$ cat src/rtl/fir_pkg.sv
// Shared definitions for the time-multiplexed FIR family: FSM state
// encoding, accumulator sizing and a saturation helper.
package fir_pkg;

  localparam logic [1:0] ST_IDLE = 2'd0;
  localparam logic [1:0] ST_MAC  = 2'd1;
  localparam logic [1:0] ST_OUT  = 2'd2;

  // Full-precision accumulator width: product width plus growth for TAPS terms.
  function automatic int fir_acc_width(input int data_w, input int coef_w, input int taps);
    return data_w + coef_w + $clog2(taps);
  endfunction

  // Clamp a signed value (up to 64 bits) to the signed range of out_w bits.
  function automatic logic signed [63:0] fir_sat(input logic signed [63:0] v, input int out_w);
    logic signed [63:0] max_v;
    logic signed [63:0] min_v;
    max_v = (64'sd1 <<< (out_w - 1)) - 64'sd1;
    min_v = -(64'sd1 <<< (out_w - 1));
    if (v > max_v)      return max_v;
    else if (v < min_v) return min_v;
    else                return v;
  endfunction

endpackage

$ cat src/rtl/fir_tdm_mac.sv
// Signed multiply-accumulate with synchronous clear and enable.
// Clear has priority over enable; the product is sign-extended to ACC_W.
module fir_mac #(
  parameter int DATA_W = 16,
  parameter int COEF_W = 16,
  parameter int ACC_W  = 35
) (
  input  logic                     clk,
  input  logic                     reset,
  input  logic                     clr_i,
  input  logic                     en_i,
  input  logic signed [COEF_W-1:0] coef_i,
  input  logic signed [DATA_W-1:0] data_i,
  output logic signed [ACC_W-1:0]  acc_o
);

  logic signed [DATA_W+COEF_W-1:0] prod;
  logic signed [ACC_W-1:0]         acc_q;
  logic signed [ACC_W-1:0]         acc_d;

  assign prod  = coef_i * data_i;
  assign acc_o = acc_q;

  // Next accumulator value: clear, accumulate or hold.
  always_comb begin
    acc_d = acc_q;
    if (clr_i)     acc_d = '0;
    else if (en_i) acc_d = acc_q + ACC_W'(prod);
  end

  // Accumulator register.
  always_ff @(posedge clk) begin
    if (reset) acc_q <= '0;
    else       acc_q <= acc_d;
  end

endmodule

$ cat src/rtl/fir_tdm.sv
// Time-multiplexed direct-form FIR filter with one shared MAC.
// Flow: IDLE accepts a sample and shifts the delay line, MAC spends TAPS
// cycles accumulating c[i]*d[i], OUT presents the result until taken.
// Handshake: a transfer happens on a rising edge where valid && ready are
// both high; the source holds its data stable while valid is high and ready
// is low, and out_data/out_valid stay stable until out_ready is seen.
// Optional macro FIR_SAT_EN: saturate out_data to the OUT_W signed range
// and add the sat_flag output; otherwise out_data wraps.
module fir_tdm
  import fir_pkg::*;
#(
  parameter int DATA_W  = 16,
  parameter int COEF_W  = 16,
  parameter int TAPS    = 8,
  parameter int OUT_W   = 32,
  localparam int ACC_W  = fir_acc_width(DATA_W, COEF_W, TAPS),
  localparam int AW     = $clog2(TAPS)
) (
  input  logic                     clk,
  input  logic                     reset,
  input  logic                     in_valid,
  output logic                     in_ready,
  input  logic signed [DATA_W-1:0] in_data,
  input  logic                     coef_we,
  input  logic [AW-1:0]            coef_addr,
  input  logic signed [COEF_W-1:0] coef_data,
  output logic                     out_valid,
  input  logic                     out_ready,
  output logic signed [OUT_W-1:0]  out_data,
`ifdef FIR_SAT_EN
  output logic                     sat_flag,
`endif
  output logic                     busy
);

  localparam logic [AW-1:0] IDX_LAST = AW'(TAPS - 1);

  logic [1:0]               state_q, state_d;
  logic [AW-1:0]            idx_q, idx_d;
  logic signed [DATA_W-1:0] dly_q  [TAPS];
  logic signed [COEF_W-1:0] coef_q [TAPS];
  logic signed [ACC_W-1:0]  acc;
  logic                     accept;
  logic                     coef_ok;

  assign in_ready  = (state_q == ST_IDLE) && !reset;
  assign out_valid = (state_q == ST_OUT);
  assign busy      = (state_q != ST_IDLE);
  assign accept    = in_valid && (state_q == ST_IDLE);
  // Writes outside IDLE are dropped so a pass never mixes coefficient sets.
  assign coef_ok   = coef_we && (state_q == ST_IDLE) &&
                     ({1'b0, coef_addr} < (AW+1)'(TAPS));

  // FSM next state and tap index.
  always_comb begin
    state_d = state_q;
    idx_d   = idx_q;
    case (state_q)
      ST_IDLE: begin
        if (in_valid) begin
          state_d = ST_MAC;
          idx_d   = '0;
        end
      end
      ST_MAC: begin
        idx_d = idx_q + 1'b1;
        if (idx_q == IDX_LAST) begin
          state_d = ST_OUT;
          idx_d   = '0;
        end
      end
      ST_OUT: begin
        if (out_ready) state_d = ST_IDLE;
      end
      default: state_d = ST_IDLE;
    endcase
  end

  // FSM state and tap index registers.
  always_ff @(posedge clk) begin
    if (reset) begin
      state_q <= ST_IDLE;
      idx_q   <= '0;
    end else begin
      state_q <= state_d;
      idx_q   <= idx_d;
    end
  end

  // Delay line shift on accept; coefficient RAM write in IDLE only.
  always_ff @(posedge clk) begin
    if (reset) begin
      for (int k = 0; k < TAPS; k++) begin
        dly_q[k]  <= '0;
        coef_q[k] <= '0;
      end
    end else begin
      if (accept) begin
        dly_q[0] <= in_data;
        for (int k = 1; k < TAPS; k++) dly_q[k] <= dly_q[k-1];
      end
      if (coef_ok) coef_q[coef_addr] <= coef_data;
    end
  end

  fir_mac #(
    .DATA_W (DATA_W),
    .COEF_W (COEF_W),
    .ACC_W  (ACC_W)
  ) u_mac (
    .clk    (clk),
    .reset  (reset),
    .clr_i  (accept),
    .en_i   (state_q == ST_MAC),
    .coef_i (coef_q[idx_q]),
    .data_i (dly_q[idx_q]),
    .acc_o  (acc)
  );

`ifdef FIR_SAT_EN
  logic signed [63:0] acc_ext;
  logic signed [63:0] acc_sat;

  // Clamp the accumulator to the output range and flag any clamping.
  always_comb begin
    acc_ext = 64'(acc);
    acc_sat = fir_sat(acc_ext, OUT_W);
  end

  assign out_data = OUT_W'(acc_sat);
  assign sat_flag = out_valid && (acc_sat != acc_ext);
`else
  // Signed size cast: truncates (wraps) when narrower, sign-extends when wider.
  assign out_data = OUT_W'(acc);
`endif

endmodule

$ cat config.mk
export PLATFORM = sky130hd
export DESIGN_NAME = fir_tdm
export DESIGN_NICKNAME = d
export VERILOG_FILES = /design/src/rtl/fir_pkg.sv /design/src/rtl/fir_tdm_mac.sv /design/src/rtl/fir_tdm.sv
export SDC_FILE = /design/constraint.sdc
export NUM_CORES = 1
export LEC_CHECK = 0
export ABC_AREA = 0
export CORE_MARGIN = 2
export CORE_UTILIZATION = 28
export DETAILED_ROUTE_END_ITERATION = 6
export PLACE_DENSITY = 0.53
export SLEW_MARGIN = 10
export SYNTH_ARGS = -nofsm -noshare
export SYNTH_HDL_FRONTEND = slang
export SYNTH_SLANG_ARGS = --single-unit
$ cat constraint.sdc
create_clock -name clk -period 21.8 [get_ports clk]
set_input_delay 3.27 -clock clk [delete_from_list [all_inputs] [get_ports clk]]
set_output_delay 3.27 -clock clk [all_outputs]
set_load 0.1 [all_outputs]
==> metrics.yaml, run 1 <==
floorplanning:
  core_sq_um: 83600
  initial_core_util: 0.283
  die_area_sq_um: 86700
  row_count: 106
  pin_count: 75
  die_y_microns: 294
  die_w_microns: 294
yosys:
  async_reset_ff_frac: 0
  avgSynthCellArea_sq_um: 11.5
  ys_seq_area_frac: 0.359
  ys_top_cells_by_area: "edfxtp_1, fa_1, mux4_2, inv_1, ha_1"
  ys.flop_type: "edfxtp_1"
  synth_warnings: 0
  ys_ff_latch: 296
  synth_area_sq_um: 23600
  ys_types: 57
  yosysTopAreaCellShare: 0.326
  synthCells: 2051
  synth_edf_count: 256
  yosys.area.top_type: "edfxtp_1"
  synth_nets: 2483
layout:
  syn2layout_area_growth_pct: 13.4
  drive_above_1_share: 0.100
  final_cell_mix: "inv_1, fa_1, edfxtp_1"
  layout_commonest_cell: "inv_1"
  fill_cells: 8419
  diodes: 0
  final_util: 0.320
  nNetsFinal: 2542
  design_area_sq_um: 26800
sta:
  fin_crit_ns: 9.11
  setup_slack_ns: 12.69
  finalSetupTns_ns: 0
  setup_viol_count_final: 0
  slew_violations: 0
  max_slew_margin: 0.244
  skew_ns: 0.0313
  rsz0062_at_grt: "no"
  hold_violations: 0
  max_slew.worst_pin.slew_ns: 1.11
  min_period_over_period: 0.418
  max_freq_ghz: 0.110
worst_setup_path:
  crit_path_frequent_cell: "fa_1"
  cp_cell_sequence: "buf_4, mux4_2, mux2i_1, nor2_1, fa_1, inv_1, fa_1, inv_1, fa_1, inv_1, fa_1, inv_1, fa_1, fa_1, ha_1, nand3_1, a21oi_1, o31ai_1, a2111oi_0, nor2_1, a21boi_0, a311o_1, o211ai_2"
  critPathKind: "reg2reg"
  required_ns: 22.23
  r2r-end: "u_mac.acc_o[31]"
  cp.arrival_ns: 9.54
  worstPathMaxFanout: 33
  cp_top_family: "adder cells"
  slowest_stage: "a2111oi_0"
  startpoint_type: "register"
  path_buf_inv: 5
  cpPeakStageDelay_ns: 0.99
  cp-endpoint: "u_mac.acc_o[31]"
  r2r_cells: 23
  worstSetupEndpointType: "register"
  cp.depth: 23
  rrSetupSlack_ns: 12.69
min_path:
  worst_hold_path_type: "reg2reg"
placed_design:
  hpwl_microns: 42700
  pre_cts_ws_ns: 12.82
  place_area_sq_um: 25700
  io_buffers: 74
  gp_congestion: 0.843
clocking:
  cts_sinks: 296
  postCtsHoldBufs: 0
  postCtsSetupRepairBufs: 0
  cts_resized: 0
  cts_tree: "done"
  clk_latency_ns: 0.55
  cts_buffer_depth: 3
  cts_buffers: 35
  cts_root_buf: "clkbuf_16"
  htreeDepth: 2
  path_clk_slew_ns: 0.06
detailed_routing:
  remaining_drc_errors: 0
  via_per_inst: 4.59
  ant_nets: 0
  routedWlPerCell_microns: 18.0
  drt_iter0_drc: 851
  routed_wl_microns: 57800
  drtPass1Iterations: 5
  vias: 14759
grt:
  grt_use_total: 0.138
  antenna_found_initial: 1
  grt_pass1_vias: 16210
  grt_pass1_wl_microns: 93300
  grt_max_degree: 100
  grt_overflow: 0
status:
  status: "finished, final reports clean"
power:
  cellLeakagePower_nw: 11.6
  p_per_area_nw_per_um2: 125
  worst_ir_drop_vdd_v: 0.0000919
  p_total_mw: 3.35
flow_run:
  drv_cap: 0
[logic make-up (layout without fill, tap and decap cells)]
logic type | Yosys count | count (layout) | share of synthesized area
XOR/XNOR | 31 | 31 | 0.0115
buffers and inverters | 448 | 532 | 0.0718
multiplexers | 111 | 111 | 0.0821
AO/OA/AOI/OAI | 113 | 113 | 0.0299
flip-flops | 296 | 296 | 0.359
AND/OR/NAND/NOR | 660 | 660 | 0.145
adder cells (fa/ha/maj) | 392 | 392 | 0.301
[flip-flops by register name, indices dropped and copies added (netlist names), named ones only]
| register | cells |
|---|---|
| coef_q | 128 |
| dly_q | 128 |
| idx_q | 3 |
| state_q | 2 |
| u_mac.acc_o | 32 |
[layer usage]
layer  vias to the layer above  track usage  wire, microns
li1                       6800            -              -
met1                      7561        0.181          25700
met2                       312        0.235          28000
met3                        84       0.0221           2700
met4                         2       0.0388           1390
met5                         -            0             13
[through the flow]
stage	hold slack, ns	instances
global placement	0.472	3153
floorplan	0.469	2051
detailed placement	0.479	3153
global route	0.508	3215
finish	0.487	3215
CTS	0.486	3215
[cell type report]
class	count	area, sq um	area share
clock buffer	43	927	0.0346
clock inverter	19	191	0.00715
inverter	358	1350	0.0504
multi-input combinational	1307	13400	0.502
sequential	296	8490	0.317
tap	1080	1350	0.0505
timing repair buffer	112	1020	0.0379
[how the worst min path moves through the flow]
stage,startpoint,end,cells past startpoint
finish,u_mac.acc_o[19],u_mac.acc_o[19],2
CTS,u_mac.acc_o[19],u_mac.acc_o[19],2
global route,u_mac.acc_o[23],u_mac.acc_o[23],2
floorplan,state_q[1],state_q[0],1
detailed placement,u_mac.acc_o[19],u_mac.acc_o[19],2
global placement,u_mac.acc_o[0],u_mac.acc_o[0],2
[Yosys cell counts (7+ instances only)]
cell type	instances
inv_1	356
fa_1	292
edfxtp_1	256
nor2_1	172
and2_1	135
nand2_1	105
and3_1	100
ha_1	100
clkbuf_1	77
mux4_2	64
a21oi_1	42
dfxtp_1	40
nor2b_1	38
or2_2	34
mux2i_1	31
nand2b_1	29
xnor2_1	24
o21ai_0	22
nand3_1	20
mux2_2	14
nor3_1	12
a211oi_1	10
buf_1	7
xor2_1	7
[tightest hold or removal path, stage by stage (launching register included)]
cell     delay [ns]
dfxtp_1        0.33
nand2_1        0.06
a21oi_1        0.05
[power by group]
part           total, mW  switching (mW)  internal (mW)
Clock              0.582           0.242          0.340
Sequential         0.689          0.0285          0.660
Combinational       2.08            1.23          0.847
(Power assumes the default switching activity.)
==> run 2, diff against run 1 <==
==> constraint.sdc (replaced) <==
create_clock -name clk -period 8.9 [get_ports clk]
set_input_delay 1.335 -clock clk [delete_from_list [all_inputs] [get_ports clk]]
set_output_delay 1.335 -clock clk [all_outputs]
set_load 0.1 [all_outputs]
==> metrics.yaml, run 2 (synthesized netlist as in run 1, its figures left out) <==
status:
  status: "finished, final reports clean"
detailed_routing:
  drtPass1Iterations: 5  # unchanged
  routedWlPerCell_microns: 17.8  # -0.80%
  drt_iter0_drc: 777  # -8.7%
  ant_nets: 0  # unchanged
  via_per_inst: 4.58  # -0.13%
  routed_wl_microns: 57700  # -0.24%
  remaining_drc_errors: 0  # unchanged
  vias: 14823  # +0.43%
worst_setup_path:
  r2r_cells: 23  # unchanged
  cp.arrival_ns: 8.41  # -1.13 ns
  path_buf_inv: 5  # unchanged
  critPathKind: "reg2reg"
  cp_cell_sequence: "mux4_2, mux2i_1, nor2_1, fa_1, inv_1, fa_1, inv_1, fa_1, inv_1, fa_1, inv_1, fa_1, fa_1, ha_1, nand3_1, a21oi_1, o31ai_1, a2111oi_0, buf_4, nor2_1, a21boi_0, a311o_1, o211ai_2"
  r2r-end: "u_mac.acc_o[31]"
  slowest_stage: "mux2i_1"
  required_ns: 9.32  # -12.91 ns
  cp_top_family: "adder cells"
  worstPathMaxFanout: 26  # -21%
  rrSetupSlack_ns: 0.91  # -11.78 ns
  cpPeakStageDelay_ns: 0.87  # -0.12 ns
  startpoint_type: "register"
  worstSetupEndpointType: "register"
  crit_path_frequent_cell: "fa_1"
layout:
  final_util: 0.322  # +0.00144
  drive_above_1_share: 0.108  # +0.00752
  layout_commonest_cell: "inv_1"
  nNetsFinal: 2561  # +0.75%
  syn2layout_area_growth_pct: 13.9
  final_cell_mix: "inv_1, fa_1, edfxtp_1"
  diodes: 0  # unchanged
  fill_cells: 8414  # -0.059%
placed_design:
  hpwl_microns: 43600  # +2.0%
  io_buffers: 74  # unchanged
  pre_cts_ws_ns: 0.845  # -11.97 ns
  gp_congestion: 0.885  # +4.9%
clocking:
  cts_tree: "done"
  postCtsSetupRepairBufs: 0  # unchanged
  clk_latency_ns: 0.55  # about the same
  htreeDepth: 2  # unchanged
  cts_resized: 0  # unchanged
  path_clk_slew_ns: 0.06  # about the same
  cts_root_buf: "clkbuf_16"
  cts_buffer_depth: 3  # unchanged
  cts_sinks: 296  # unchanged
  postCtsHoldBufs: 0  # unchanged
  cts_buffers: 35  # unchanged
floorplanning:
  core_sq_um: 83600  # unchanged
  die_y_microns: 294  # unchanged
  die_w_microns: 294  # unchanged
  initial_core_util: 0.283  # unchanged
  die_area_sq_um: 86700  # unchanged
  row_count: 106  # unchanged
  pin_count: 75  # unchanged
grt:
  grt_use_total: 0.138  # +0.000667
  grt_overflow: 0  # unchanged
  antenna_found_initial: 1  # unchanged
  grt_max_degree: 79  # -21%
  grt_pass1_vias: 16317  # +0.66%
  grt_pass1_wl_microns: 93800  # +0.61%
power:
  p_per_area_nw_per_um2: 303  # +140%
  cellLeakagePower_nw: 11.7  # +0.70%
  worst_ir_drop_vdd_v: 0.000213  # +130%
flow_run:
  drv_cap: 0  # unchanged
min_path:
  hold_depth: 2  # unchanged
  hold_path_end: "u_mac.acc_o[1]"
  min_from: "u_mac.acc_o[1]"
  worst_hold_path_type: "reg2reg"
sta:
  max_slew_margin: 0.210  # -0.0339
  setup_viol_count_final: 0  # unchanged
  fin_crit_ns: 7.99  # -1.12 ns
  slew_violations: 0  # unchanged
  fin_hold_ws_ns: 0.482  # -0.00494 ns
  hold_violations: 0  # unchanged
  finalSetupTns_ns: 0  # unchanged
  skew_ns: 0.0181  # -0.0132 ns
  max_freq_ghz: 0.125  # +14%
  max_slew.worst_pin.slew_ns: 1.15  # +0.0465 ns
  rsz0062_at_grt: "no"
  setup_slack_ns: 0.914  # -11.78 ns
  min_period_over_period: 0.897  # +0.480
==> run 2: cell types whose count changed in the layout (fill, tap and decap cells not counted) <==
cell       before  now
clkbuf_16      36   37
buf_4          38   56
mux2i_1        30   31
bufinv_16       3    1
clkinv_1        8    1
clkbuf_8        0    1
mux2i_2         2    1
inv_8           1    0
buf_12          0    1
clkbuf_1        7   13
clkinv_2        2    3
==> run 2: routing by layer <==
metal | GRT usage | share of wire | vias up
met4 | 0.0403 | 0.026 | 0
met1 | 0.183 | 0.45 | 7627
met5 | 0 | 0 | -
met3 | 0.0169 | 0.035 | 81
met2 | 0.237 | 0.49 | 285
li1 | - | - | 6830
==> run 2: tightest hold or removal path, cell delays in order, from the launching register on <==
cell	delay, ns
dfxtp_1	0.32
nand2_1	0.06
a21oi_1	0.05
==> run 2: stage by stage <==
stage / cell area [sq um] / power (mW) / std cells
final: 26900 / 8.14 / 3233
after global routing: 26900 / 9.01 / 3233
after CTS: 26900 / 8.22 / 3233
after detailed placement: 25800 / 6.78 / 3172
after global placement: 25800 / 6.70 / 3172
after floorplan: 23600 / 5.64 / 2051
==> run 2: final cells by class <==
cell class,count,area [sq um],share of cell area
repair buffers,131,1170,0.0435
well taps,1080,1350,0.0502
multi-input cells,1307,13400,0.500
flip-flops and latches,296,8490,0.316
clock inverters,10,98.8,0.00367
clock buffers,51,988,0.0367
inverters,358,1350,0.0501
==> run 2: worst max path at each step <==
stage          cells after the start              end
6_report                          23  u_mac.acc_o[31]
5_1_grt                           23  u_mac.acc_o[31]
4_1_cts                           23  u_mac.acc_o[31]
3_5_place_dp                      23  u_mac.acc_o[31]
3_3_place_gp                      23  u_mac.acc_o[31]
2_1_floorplan                     26  u_mac.acc_o[31]
==> run 2: where the power goes <==
| group | total, mW | leakage [nW] | internal, mW | switching (mW) |
|---|---|---|---|---|
| Combinational | 5.07 | 8.11 | 2.08 | 2.99 |
| Sequential | 1.69 | 3.01 | 1.62 | 0.0692 |
| Clock | 1.39 | 0.526 | 0.805 | 0.586 |
==> edit: new RTL, config.mk and constraints of run 2 <==
Build with the macro `FIR_SAT_EN` defined.
--- a/src/rtl/fir_tdm.sv
+++ b/src/rtl/fir_tdm.sv
@@ -6,6 +6,8 @@
 // is low, and out_data/out_valid stay stable until out_ready is seen.
 // Optional macro FIR_SAT_EN: saturate out_data to the OUT_W signed range
 // and add the sat_flag output; otherwise out_data wraps.
+`define FIR_SAT_EN
+
 module fir_tdm
   import fir_pkg::*;
 #(
New outputs: sat_flag. Function: not settled (the Yosys comparison gave no result); the edit may change what the design does.
==> edit against run 2 <==
  * Sequential cell count increased by 3
  * Final cell count grew 6.0%
  * Clock skew decreased by 0.66 ps
  * Worst setup slack gained 46 ps
  * Final area up 4.1%
  * Total power increased by 23%
  * Largest power group unchanged
  * Highest routed layer is now met5
  * Global-route usage grew 0.49 points
  * Wire length up 9.4%
  * Area after synthesis up 4.6%
==> edit: results (changes against run 2) <==
| Metric | Value |
|---|---|
| Status | `finished, final reports clean` |
| Met3 Use GR | `2.172% (+0.48 points)` |
| NonClk Buf Share | `3.833% (-0.52 points)` |
| Fillers | `8846 (+5.1%)` |
| Area of the multi-input gates | `0.01432 sq mm (+6.5%)` |
| Met2 wire len | `30790 microns (+9.9%)` |
| M1 WL | `28170 microns (+7.9%)` |
| Placed insts | `3368 (+6.2%)` |
| Hold WS | `479.4 ps (-2.378 ps)` |
| Reg2reg end | `u_mac.acc_o[30]` |
| Initial DRC Count | `997 (+28%)` |
| Synthesized Nets | `2642 (+6.4%)` |
| Post-Synth XOR/XNOR Area | `1.064% (-0.086 points)` |
| Via density | `4.591 (+0.12%)` |
| I/O Buffers | `75 (+1.4%)` |
| Largest net degree at the start of global routing | `100 (+27%)` |
| Post-DP Area | `0.02690 sq mm (+4.2%)` |
| Multi-input gates | `1399 (+7.0%)` |
| Non-clk bufs | `116 (-11%)` |
| CP max FO | `23 (-12%)` |
| Synth area leaders | `edfxtp_1, fa_1, inv_1, mux4_2, ha_1` |
| Hold path endpoint | `u_mac.acc_o[15]` |
| Logic inverters | `399 (+11%)` |
| Met2 Use GR | `24.67% (+0.93 points)` |
| Pre-CTS setup slack | `911.9 ps (+67.32 ps)` |
| Num sequential | `299 (+1.0%)` |
| Seq/Total Area, Yosys | `34.62% (-1.3 points)` |
| Layout cells sized above 1 | `9.551% (-1.2 points)` |
| Max layer used | `met5` |
| Multi-input gate share of the layout cell area | `51.13% (+1.1 points)` |
| Gate Count Post-Synth | `2185 (+6.5%)` |
| Clkbuf count | `42 (-18%)` |
| Non-Filler Instances | `3427 (+6.0%)` |
| Routed WL per cell | `18.40 microns (+3.2%)` |
| Util after Layout | `32.18% (about the same)` |
| GR Util All Layers | `14.33% (+0.49 points)` |
| Fin nets | `2707 (+5.7%)` |
| Seq/total area | `30.54% (-1.0 points)` |
| Compound-gate portion of the synthesized area | `4.449% (+1.5 points)` |
[edit: worst max-delay path, cell delays in order (launching register included)]
cell and delay, ps:
dfxtp_4 490, buf_12 270, buf_4 300, mux4_2 540, mux2i_1 550, nor2_1 160, fa_1 560, inv_1 50
fa_1 480, fa_1 530, inv_1 60, fa_1 510, fa_1 500, inv_1 60, fa_1 510, inv_1 50
ha_1 330, a21oi_1 250, o21ai_0 160, a221oi_2 390, o2111ai_4 220, a311oi_2 340, nor2_1 100, xnor2_1 130
a211oi_1 250
[edit: kinds of logic (layout without fill, tap and decap cells)]
group | Yosys count | in the layout
multiplexers | 115 | 115
adder cells (fa/ha/maj) | 417 | 417
buffers and inverters | 487 | 574
AO/OA/AOI/OAI | 163 | 163
flip-flops | 299 | 299
XOR/XNOR | 30 | 30
AND/OR/NAND/NOR | 674 | 674
[edit: power breakdown]
group | internal (mW) | switching (mW)
combinational | 2.58 | 4.28
sequential | 1.64 | 0.0926
clock | 0.823 | 0.593
